===== config.mk =====
export PLATFORM = sky130hd
export DESIGN_NAME = stall_ctrl_param
export DESIGN_NICKNAME = d
export VERILOG_FILES = /design/src/rtl/stall_ctrl_param.sv
export SDC_FILE = /design/constraint.sdc
export NUM_CORES = 1
export LEC_CHECK = 0
export ABC_CLOCK_PERIOD_IN_PS = 1500
export BUFFER_PORTS_ARGS = -buffer_cell sky130_fd_sc_hd__buf_2
export CAP_MARGIN = 10
export CORE_AREA = 2 2 39 41
export DETAILED_ROUTE_END_ITERATION = 7
export DIE_AREA = 0 0 41 43
export HOLD_SLACK_MARGIN = 0.05
export PLACE_DENSITY = 0.66
export REMOVE_ABC_BUFFERS = 1
export SLEW_MARGIN = 20
export SYNTH_ARGS = -nofsm -noshare
export SYNTH_HDL_FRONTEND = slang
export SYNTH_SLANG_ARGS = --single-unit

===== constraint.sdc =====
create_clock -name clk -period 1.5 [get_ports clk]
set_clock_uncertainty 0.05 [all_clocks]
set_input_delay 0.15 -clock clk [delete_from_list [all_inputs] [get_ports clk]]
set_output_delay 0.15 -clock clk [all_outputs]
set_load 0.02 [all_outputs]

===== src/rtl/stall_ctrl_param.sv =====
// Pipeline stall controller: decodes the opcode field of the program-memory
// word and inserts a configurable number of stall bubbles for jumps and loads,
// enters a sticky halt, and freezes the bubble countdown while the external
// wait request is high. stall_pm is stall delayed by one clock.
//
// state  | meaning
// -------+-----------------------------------------------------------
// IDLE   | decoding ins_pm each edge (unless ext_stall is high)
// BUBBLE | counting down bub_cnt; stall held high
// HALT   | terminal; stall and halted high until reset
module stall_ctrl_param #(
    parameter int unsigned       INS_W       = 20,
    parameter int unsigned       OPC_MSB     = 19,
    parameter int unsigned       OPC_W       = 5,
    parameter logic [OPC_W-1:0]  HLT_MASK    = 5'b11110,
    parameter logic [OPC_W-1:0]  HLT_MATCH   = 5'b11110,
    parameter logic [OPC_W-1:0]  JMP_MASK    = 5'b11110,
    parameter logic [OPC_W-1:0]  JMP_MATCH   = 5'b10100,
    parameter logic [OPC_W-1:0]  LD_MASK     = 5'b11111,
    parameter logic [OPC_W-1:0]  LD_MATCH    = 5'b10001,
    parameter int unsigned       JMP_BUBBLES = 2,
    parameter int unsigned       LD_BUBBLES  = 1
) (
    input  logic             clk,
    input  logic             reset,
    input  logic [INS_W-1:0] ins_pm,
    input  logic             ext_stall,
    output logic             stall,
    output logic             stall_pm,
    output logic             halted,
    output logic [3:0]       bub_cnt
);

    typedef enum logic [1:0] {
        S_IDLE   = 2'd0,
        S_BUBBLE = 2'd1,
        S_HALT   = 2'd2
    } state_t;

    // A bubble count of zero disables that hazard class entirely.
    localparam bit         JMP_EN   = (JMP_BUBBLES > 0);
    localparam bit         LD_EN    = (LD_BUBBLES > 0);
    localparam logic [3:0] JMP_INIT = JMP_EN ? 4'(JMP_BUBBLES - 1) : 4'd0;
    localparam logic [3:0] LD_INIT  = LD_EN ? 4'(LD_BUBBLES - 1) : 4'd0;

    state_t           state;
    state_t           state_nxt;
    logic [3:0]       bub_nxt;
    logic             stall_nxt;
    logic [OPC_W-1:0] opc;
    logic             cls_hlt;
    logic             cls_jmp;
    logic             cls_ld;
    logic             ins_unused;

    assign opc     = ins_pm[OPC_MSB -: OPC_W];
    assign cls_hlt = ((opc & HLT_MASK) == HLT_MATCH);
    assign cls_jmp = ((opc & JMP_MASK) == JMP_MATCH);
    assign cls_ld  = ((opc & LD_MASK) == LD_MATCH);

    // Only the opcode field matters; the remaining bits are deliberately ignored.
    assign ins_unused = ^ins_pm;

    // State register plus the registered outputs and the one-cycle stall delay.
    always_ff @(posedge clk or negedge reset) begin
        if (!reset) begin
            state    <= S_IDLE;
            stall    <= 1'b0;
            stall_pm <= 1'b0;
            bub_cnt  <= 4'd0;
        end else begin
            state    <= state_nxt;
            stall    <= stall_nxt;
            stall_pm <= stall;
            bub_cnt  <= bub_nxt;
        end
    end

    // Next-state decode: priority halt > jump > load, only in IDLE without ext_stall.
    always_comb begin
        state_nxt = state;
        bub_nxt   = bub_cnt;
        stall_nxt = stall;
        case (state)
            S_IDLE: begin
                bub_nxt   = 4'd0;
                stall_nxt = ext_stall;
                if (!ext_stall) begin
                    if (cls_hlt) begin
                        state_nxt = S_HALT;
                        stall_nxt = 1'b1;
                    end else if (cls_jmp && JMP_EN) begin
                        state_nxt = S_BUBBLE;
                        bub_nxt   = JMP_INIT;
                        stall_nxt = 1'b1;
                    end else if (cls_ld && LD_EN) begin
                        state_nxt = S_BUBBLE;
                        bub_nxt   = LD_INIT;
                        stall_nxt = 1'b1;
                    end
                end
            end
            S_BUBBLE: begin
                stall_nxt = 1'b1;
                if (!ext_stall) begin
                    if (bub_cnt == 4'd0) begin
                        state_nxt = S_IDLE;
                        stall_nxt = 1'b0;
                    end else begin
                        bub_nxt = bub_cnt - 4'd1;
                    end
                end
            end
            S_HALT: begin
                stall_nxt = 1'b1;
                bub_nxt   = 4'd0;
            end
            default: begin
                state_nxt = S_IDLE;
                stall_nxt = 1'b0;
                bub_nxt   = 4'd0;
            end
        endcase
    end

    // halted is a pure decode of the terminal state.
    always_comb begin
        halted = (state == S_HALT);
    end

endmodule


After elaboration in Yosys (flattened, before gate mapping)
Index checks and enable logic that the tools add are counted.

Bitwise operators: 1. Add/sub/neg operators: 1. Mux-type cells: 20. Equal/unequal tests: 10. Reduce and logical (&&, ||, !) cells: 4.

Operators by type and width (count): $mux 2 (6); $mux 1 (9); $eq 4x4->1 const B (2); $mux 4 (2); $ne 2x2->1 const B (4); $pmux 4 s2 (1); $pmux 2 s3 (1); $eq 5x5->1 const B (1); $reduce_and 5->1 (1); $logic_not 4->1 (1); $ne 4x4->1 const B (1); $sub 4x1->4 const B (1); $pmux 1 s3 (1); $eq 2x1->1 const B (1); $eq 2x2->1 const B (1); $logic_not 2->1 (1); $reduce_and 2->1 (1); $not 1->1 (1).

Register bits after elaboration: 8. Word-level logic and storage cells: 40. Input bits: 23. Output and inout port bits: 7.

Logic depth before layout (Yosys ltp)
Gate-level depths: netlist (run 1).

Word-level depth: 6. Gate-level depth with buffers: 5. Gate-level depth less buffers: 5.

Worst setup path before layout (run 1)
Ideal clock, no wire load.

Kind: register to register. Start point: register bub_cnt[0]. End point: register bub_cnt[0]. Cell stages (with the launch flop): 6. Required time: 1.381 ns. Setup time: 0.069 ns. Slack: -0.207 ns. Path buffers: 0. Data arrival time: 1.588 ns. Period minus slack after synthesis: 1.707 ns. Path through: dfrtp_1 -> inv_1 -> ha_1 -> nor3b_1 -> or4_2 -> nand3_1.

Longest elaborated chain between the ends: 4. Elaborated cells between the ends (all ways): 7. Classes of those cells: add/sub (1); eq/ne (1); mux (3); reduce/logical (2).

RTL lines: start: declaration (RTL line 31) `output logic [3:0] bub_cnt`; start signal: assignment (RTL line 75) `bub_cnt <= bub_nxt;`; $sub 4x1->4 (RTL line 110) `bub_nxt = bub_cnt - 4'd1;`; $mux 4 (RTL line 106) `if (bub_cnt == 4'd0) begin`; $mux 4 (RTL line 105) `if (!ext_stall) begin`; $pmux 4 s2 (RTL line 84) `case (state)`.

Parallel ways exist; a longest one is shown, timed or not. The select of a mux whose other input is x is not followed. A chain may end at the register's enable or synchronous reset.

Final worst setup path (run 1)
Start point: register bub_cnt[0]. End point: register bub_cnt[3].

Same word-level chain as after synthesis.

==> key figures, run 1 <==
Drt
  – Wire length per cell: 12.0 um
  – DRT iter0 DRCs: 2
  – Final ANT Viol Nets: 0
  – # DRC: 0
  – Drt total wl: 981 um
  – Vias per Instance: 4.94
  – First-pass detailed-route iteration total: 2
  – Vias: 405

Global route
  – Gr usage total: 13.5%
  – Initial antenna violation count: 0
  – Congestion Overflow GR: 0
  – Largest net degree at the start of global routing: 12
  – Vias in the first global route: 390
  – First-pass GRT wire length: 1.54 mm

Place
  – Post-Place Cells: 75
  – Gpl congestion: 0.674
  – PortBufs: 14
  – Hpwl dp: 709 um

Logic synthesis
  – Simple-gate share of the synthesized area: 25.2%
  – XOR/XNOR Fraction of Synth Area: 0%
  – Post-synthesis cell type count: 22
  – Synth Cell Area: 407 um^2
  – Synth Area in Compound Gates: 18.8%
  – Number of cells produced by synthesis: 41
  – Register area share after synthesis: 49.2%
  – Mux cell area share after synthesis: 0%
  – Largest family of logic cells by synthesized area: simple AND/OR/NAND/NOR gates
  – Syn Area/Cell: 9.92 um^2
  – Yosys reg bits: 8
  – Warnings, synthesis: 0
  – Synth Area in Adders: 3.08%

Cells and area
  – Layout Cells excl Fill: 82
  – Final net count: 92
  – Fraction of layout cells with a size suffix above 1: 56.1%
  – Area delta synth->final: 56.9%
  – Reg area: 200 um^2
  – Multi-input logic area: 240 um^2
  – Fillcell total: 135
  – Antenna cells: 0

Floorplan
  – Starting Density: 29.4%
  – Chip Width: 41 um
  – Die area: 0.00176 mm^2
  – Die height: 43 um
  – Core outline area: 0.00138 mm^2
  – Row cnt: 14
  – Top Ports: 30

Critical path
  – Critical path's slowest cell: or4_1
  – Setup crit start: bub_cnt[0]
  – Crit path kind: reg2reg
  – Worst path cell trace: or4_1 -> or3_4 -> a21oi_2
  – FF-to-FF Start: bub_cnt[0]
  – WP data required: 1.63 ns
  – Critical Path Sink Type: flip-flop
  – Crit path launch type: flip-flop
  – CP Max Fanout: 4
  – CP arrival: 1.67 ns
  – CP max stage delay: 0.54 ns
  – WP buf/inv: 0
  – Crit path max-delay family: simple AND/OR/NAND/NOR gates

Timing
  – Hold violation total from the final report: 0
  – RSZ-0062 raised after global routing: yes
  – Final period util: 103%
  – Slew HR: 77.2%
  – Min Hold Slack: 0.106 ns
  – Setup TNS: -0.0409 ns
  – Count of final setup violators: 1
  – Fin crit period: 1.54 ns
  – Slew @ Worst Pin: 0.338 ns
  – Pins over their slew limit: 0
  – Final setup margin: -0.0409 ns
  – Achievable frequency: 649 MHz

CTS
  – CTS Buf Count: 3
  – Clk_lat worst skew: 0.25 ns
  – CTS tree: built
  – Clk root buf: clkbuf_4
  – H-tree depth: 1
  – Clock Tree Buf Depth: 2
  – Clock tree sinks: 8
  – CTS clk-pin slew, worst paths: 0.06 ns

Power
  – Net Sw Frac: 27.2%
  – Clock power share: 31.6%
  – Flop pwr share: 48.2%
  – Maximum VDD drop: 0.481 mV
  – Pleak: 0.000310 uW
  – Switching power of the nets: 139 uW
  – Gate power share: 20.2%
  – Total power: 512 uW
  – Pwr Density: 803 mW/mm^2
  – P_int: 373 uW

Run status
  – Outcome: complete, but fails checks
  – Failing checks: setup timing

Run
  – Max Cap Viol: 0

Min path
  – Hold path start: ins_pm[17]
  – Worst min path class: in2reg
-- what timing repair did --
action	CTS	global route
endpoints found under the setup margin	3	5
gates resized for setup	4	9
hold buffers	1	0
pin swaps	2	2
endpoints found under the hold margin	8	0
buffers inserted	1	2
-- sequential cells by signal, summed over array words and instances (netlist names) --
| register | cells |
|---|---|
| bub_cnt | 4 |
| state | 2 |
| stall | 1 |
| stall_pm | 1 |
-- power by group through the flow --
stage | combinational [uW] | sequential, uW | clock, uW
finish | 104 | 247 | 162
global route | 114 | 249 | 187
CTS | 99.6 | 247 | 170
detailed placement | 95.7 | 250 | 0
global placement | 93.8 | 250 | 0
floorplan | 39.8 | 261 | 0
-- cells in the final DEF, fill, tap and decap left out --
master,synthesis,final
buf_2,0,14
dfrtp_1,8,8
buf_4,0,7
o21ai_0,4,4
a21oi_2,0,3
clkbuf_4,0,3
inv_1,3,2
nor2_1,2,2
nor2b_1,2,2
nand3_1,3,2
nor4b_1,1,1
nand4_1,1,1
a21o_1,1,1
inv_2,0,1
o41ai_2,0,1
nor3b_4,0,1
nand2b_1,1,1
or4_4,0,1
o211ai_1,1,1
nand3_2,0,1
o21ba_2,1,1
or4b_4,0,1
or3_1,2,1
o31ai_1,1,1
or4_1,1,1
or3_4,0,1
ha_2,0,1
dlygate4sd3_1,0,1
buf_6,0,1
-- worst min-delay path, stage by stage --
cell,delay (ns)
buf_2,0.09
nand3_1,0.07
nand3_2,0.06
-- metal layers --
metal	vias up	track usage (%)	part of all wire, %
met3	2	6.81	5.7
li1	205	-	-
met4	0	8.00	1.4
met5	-	0	0
met1	185	14.6	41
met2	13	20.0	51
-- cells in the mapped netlist --
| library cell | n | area share, % |
|---|---|---|
| a21o_1 | 1 | 1.8 |
| a21oi_1 | 3 | 3.7 |
| clkbuf_1 | 1 | 0.92 |
| dfrtp_1 | 8 | 49 |
| ha_1 | 1 | 3.1 |
| inv_1 | 3 | 2.8 |
| nand2b_1 | 1 | 1.5 |
| nand3_1 | 3 | 3.7 |
| nand4_1 | 1 | 1.5 |
| nor2_1 | 2 | 1.8 |
| nor2b_1 | 2 | 3.1 |
| nor3b_1 | 1 | 1.8 |
| nor4b_1 | 1 | 2.2 |
| o211ai_1 | 1 | 1.8 |
| o21ai_0 | 4 | 4.9 |
| o21ba_2 | 1 | 2.5 |
| o31ai_1 | 1 | 1.8 |
| o41ai_1 | 1 | 2.2 |
| or3_1 | 2 | 3.1 |
| or4_1 | 1 | 1.8 |
| or4_2 | 1 | 2.2 |
| or4b_2 | 1 | 2.5 |
-- metrics by stage --
| step | setup slack, ns | instance area [um^2] | utilization (%) |
|---|---|---|---|
| final | -0.0409 | 638 | 46.1 |
| after global routing | -0.0732 | 638 | 46.1 |
| after CTS | -0.0577 | 584 | 42.2 |
| after detailed placement | -0.0788 | 531 | 38.3 |
| after global placement | -0.0876 | 531 | 38.3 |
| after floorplan | -0.207 | 403 | - |
-- worst paths after layout --
check,end,slack [ns],cells past startpoint
max,bub_cnt[3],-0.04,3
max in group asynchronous,stall,1.02,2
max reg2reg,bub_cnt[3],-0.04,3
min reg2reg,stall_pm,0.31,0
min in group asynchronous,bub_cnt[2],0.21,2
min,bub_cnt[0],0.11,3
-- logic make-up after synthesis --
group	count (synthesis)
simple gates	16
compound gates	12
flops	8
buf+inv	4
fa+ha+maj	1
-- area by class of cell --
cell class / instances / area share [%]
well taps: 16 / 3.14
clock buffers: 3 / 3.53
flip-flops and latches: 8 / 31.4
inverters: 3 / 1.76
multi-input cells: 29 / 37.6
repair buffers: 23 / 22.5
(Power assumes the default switching activity.)
==> run 2, diff against run 1 <==
--- a/config.mk
+++ b/config.mk
@@ -8,11 +8,13 @@
 export ABC_CLOCK_PERIOD_IN_PS = 1500
 export BUFFER_PORTS_ARGS = -buffer_cell sky130_fd_sc_hd__buf_2
 export CAP_MARGIN = 10
-export CORE_AREA = 2 2 39 41
+export CELL_PAD_IN_SITES_DETAIL_PLACEMENT = 1
+export CELL_PAD_IN_SITES_GLOBAL_PLACEMENT = 2
+export CORE_MARGIN = 2
+export CORE_UTILIZATION = 17
 export DETAILED_ROUTE_END_ITERATION = 7
-export DIE_AREA = 0 0 41 43
 export HOLD_SLACK_MARGIN = 0.05
-export PLACE_DENSITY = 0.66
+export PLACE_DENSITY_LB_ADDON = 0.1
 export REMOVE_ABC_BUFFERS = 1
 export SLEW_MARGIN = 20
 export SYNTH_ARGS = -nofsm -noshare
==> run 2 against run 1 <==
Compared with the run above:
- the run still ends with setup timing left
- cell area is 2.9% higher
- sequential power is 3% lower
- die area is 59% higher
- count of clock-buffer cells in the layout stayed put
- fmax is 0.48% higher
- combinational power is 19% higher
- non-clock buffer count is 1 higher
- first-iteration DRC count is 50% lower
- register-to-register slack hardly changed
- highest routed layer unchanged
- wire length is 23% higher
- setup slack better by 0.0073 ns
- power is 4.3% higher
==> key figures, run 2 (synthesized netlist as in run 1, its figures left out) <==
Critical path
  – FF-to-FF End: bub_cnt[3]
  – Critical Path Sink Type: flip-flop
  – Crit path launch type: flip-flop
  – Worst path cell trace: or4_4 -> or3_4 -> a21oi_2
  – Critical path's slowest cell: or4_4
  – CP arrival: 1.67 ns
  – FF-to-FF Start: bub_cnt[0]
  – CP Max Fanout: 3
  – WP data required: 1.64 ns
  – Crit path kind: reg2reg
  – Reg2reg path depth: 3
  – CP max stage delay: 0.54 ns
  – R2R setup slack: -0.03 ns

Timing
  – Fin crit period: 1.53 ns
  – Final setup margin: -0.0336 ns
  – Pins over their slew limit: 0
  – Count of final setup violators: 2
  – Achievable frequency: 652 MHz
  – Hold violation total from the final report: 0
  – RSZ-0062 raised after global routing: yes
  – Slew @ Worst Pin: 0.382 ns
  – Final period util: 102%
  – Slew HR: 74.2%

Floorplan
  – Core outline area: 0.00223 mm^2
  – Die height: 52.9 um
  – Chip Width: 52.9 um
  – Starting Density: 18.2%
  – Die area: 0.00280 mm^2
  – Row cnt: 17
  – Top Ports: 30

Cells and area
  – Fillcell total: 269
  – Commonest non-fill, non-tap cell in the layout: buf_2
  – Biggest regs: bub_cnt: 4 flops, state: 2 flops
  – Fraction of layout cells with a size suffix above 1: 55.2%
  – Antenna cells: 0
  – Most frequent cells in the layout: 14 x buf_2, 8 x dfrtp_1, 8 x buf_4
  – Largest register FFs: 4
  – Final net count: 93
  – Area delta synth->final: 61.5%
  – Largest register by flop count: bub_cnt

CTS
  – CTS Buf Count: 3
  – Clk_lat worst skew: 0.25 ns
  – Clock Tree Buf Depth: 2
  – CTS tree: built
  – Clock tree sinks: 8
  – H-tree depth: 1
  – Clk root buf: clkbuf_4
  – CTS clk-pin slew, worst paths: 0.06 ns

Drt
  – Vias per Instance: 4.48
  – Wire length per cell: 12.7 um
  – Drt total wl: 1.20 mm
  – DRT iter0 DRCs: 1
  – # DRC: 0
  – First-pass detailed-route iteration total: 4
  – Vias: 426
  – Final ANT Viol Nets: 0

Power
  – P_int: 383 uW
  – Net Sw Frac: 28.2%
  – Pwr Density: 813 mW/mm^2
  – Gate power share: 23.3%
  – Switching power of the nets: 151 uW
  – Total power: 534 uW
  – Maximum VDD drop: 0.355 mV
  – Pleak: 0.000313 uW
  – Clock power share: 31.8%
  – Flop pwr share: 45.0%

Run status
  – Failing checks: setup timing
  – Outcome: complete, but fails checks

Global route
  – Gr usage total: 9.79%
  – Largest net degree at the start of global routing: 9
  – Initial antenna violation count: 0
  – First-pass GRT wire length: 1.92 mm
  – Vias in the first global route: 434
  – Congestion Overflow GR: 0

Place
  – Pre-CTS setup slack: -0.0969 ns
  – Gpl congestion: 0.665
  – Hpwl dp: 930 um
  – PortBufs: 14

Run
  – Max Cap Viol: 0

Min path
  – Hold depth: 3
  – Worst min path class: in2reg
  – Worst Hold End: bub_cnt[0]
  – Hold path start: ins_pm[17]
run 2: cell count changes in the layout (fill, tap and decap cells not counted), sizes merged:
cell,change
buf,+1
run 2: worst max-delay path by stage:
stage / start / end / slack, ns / cells past startpoint
after global routing: bub_cnt[1] / bub_cnt[3] / -0.11 / 6
after floorplan: bub_cnt[0] / bub_cnt[0] / -0.21 / 5
final: bub_cnt[0] / bub_cnt[3] / -0.03 / 3
after CTS: bub_cnt[1] / bub_cnt[3] / -0.03 / 6
after detailed placement: bub_cnt[0] / bub_cnt[0] / -0.1 / 5
after global placement: bub_cnt[0] / bub_cnt[0] / -0.09 / 5
run 2: worst max-delay path: cells and delay by family, from the launching register on:
family | cells | cell delay (ns)
simple gates | 2 | 0.88
compound gates | 1 | 0.14
flops | 1 | 0.40
run 2: power groups by stage:
stage	logic [uW]	clock network, uW	registers [uW]
floorplan	39.8	0	261
global placement	119	0	243
detailed placement	118	0	244
CTS	122	186	240
global route	136	194	242
finish	124	170	240
run 2: what timing repair did:
item	4_1_cts	5_1_grt
endpoints found under the setup margin	3	5
pin swaps	3	3
hold buffers	1	0
gates cloned	0	0
endpoints found under the hold margin	8	0
setup buffers	0	1
gates resized for setup	6	6
run 2: layout make-up:
cell class              count  area (um^2)  area share (%)
repair buffers             24          151            23.0
inverters                   3         11.3            1.71
well taps                  28         35.0            5.33
flip-flops and latches      8          200            30.5
multi-input cells          29          236            36.0
clock buffers               3         22.5            3.43
run 2: layer usage:
metal  vias to the layer above  part of all wire [%]  track usage, %
met1                       204                    46            12.2
met5                         -                     0               0
met4                         0                  0.50            3.85
met3                         2                   5.1            2.54
li1                        209                     -               -
met2                        11                    48            16.0
run 2: through the flow:
stage	hold WS [ns]	util (%)	TNS [ns]	instances	instance area, um^2
2_1_floorplan	-0.196	-	-0.329	40	403
3_3_place_gp	-0.0389	25.4	-0.188	90	568
3_5_place_dp	-0.0393	25.4	-0.182	90	568
4_1_cts	0.117	27.8	-0.0324	94	622
5_1_grt	0.134	29.4	-0.381	95	657
6_report	0.117	29.4	-0.0393	95	657
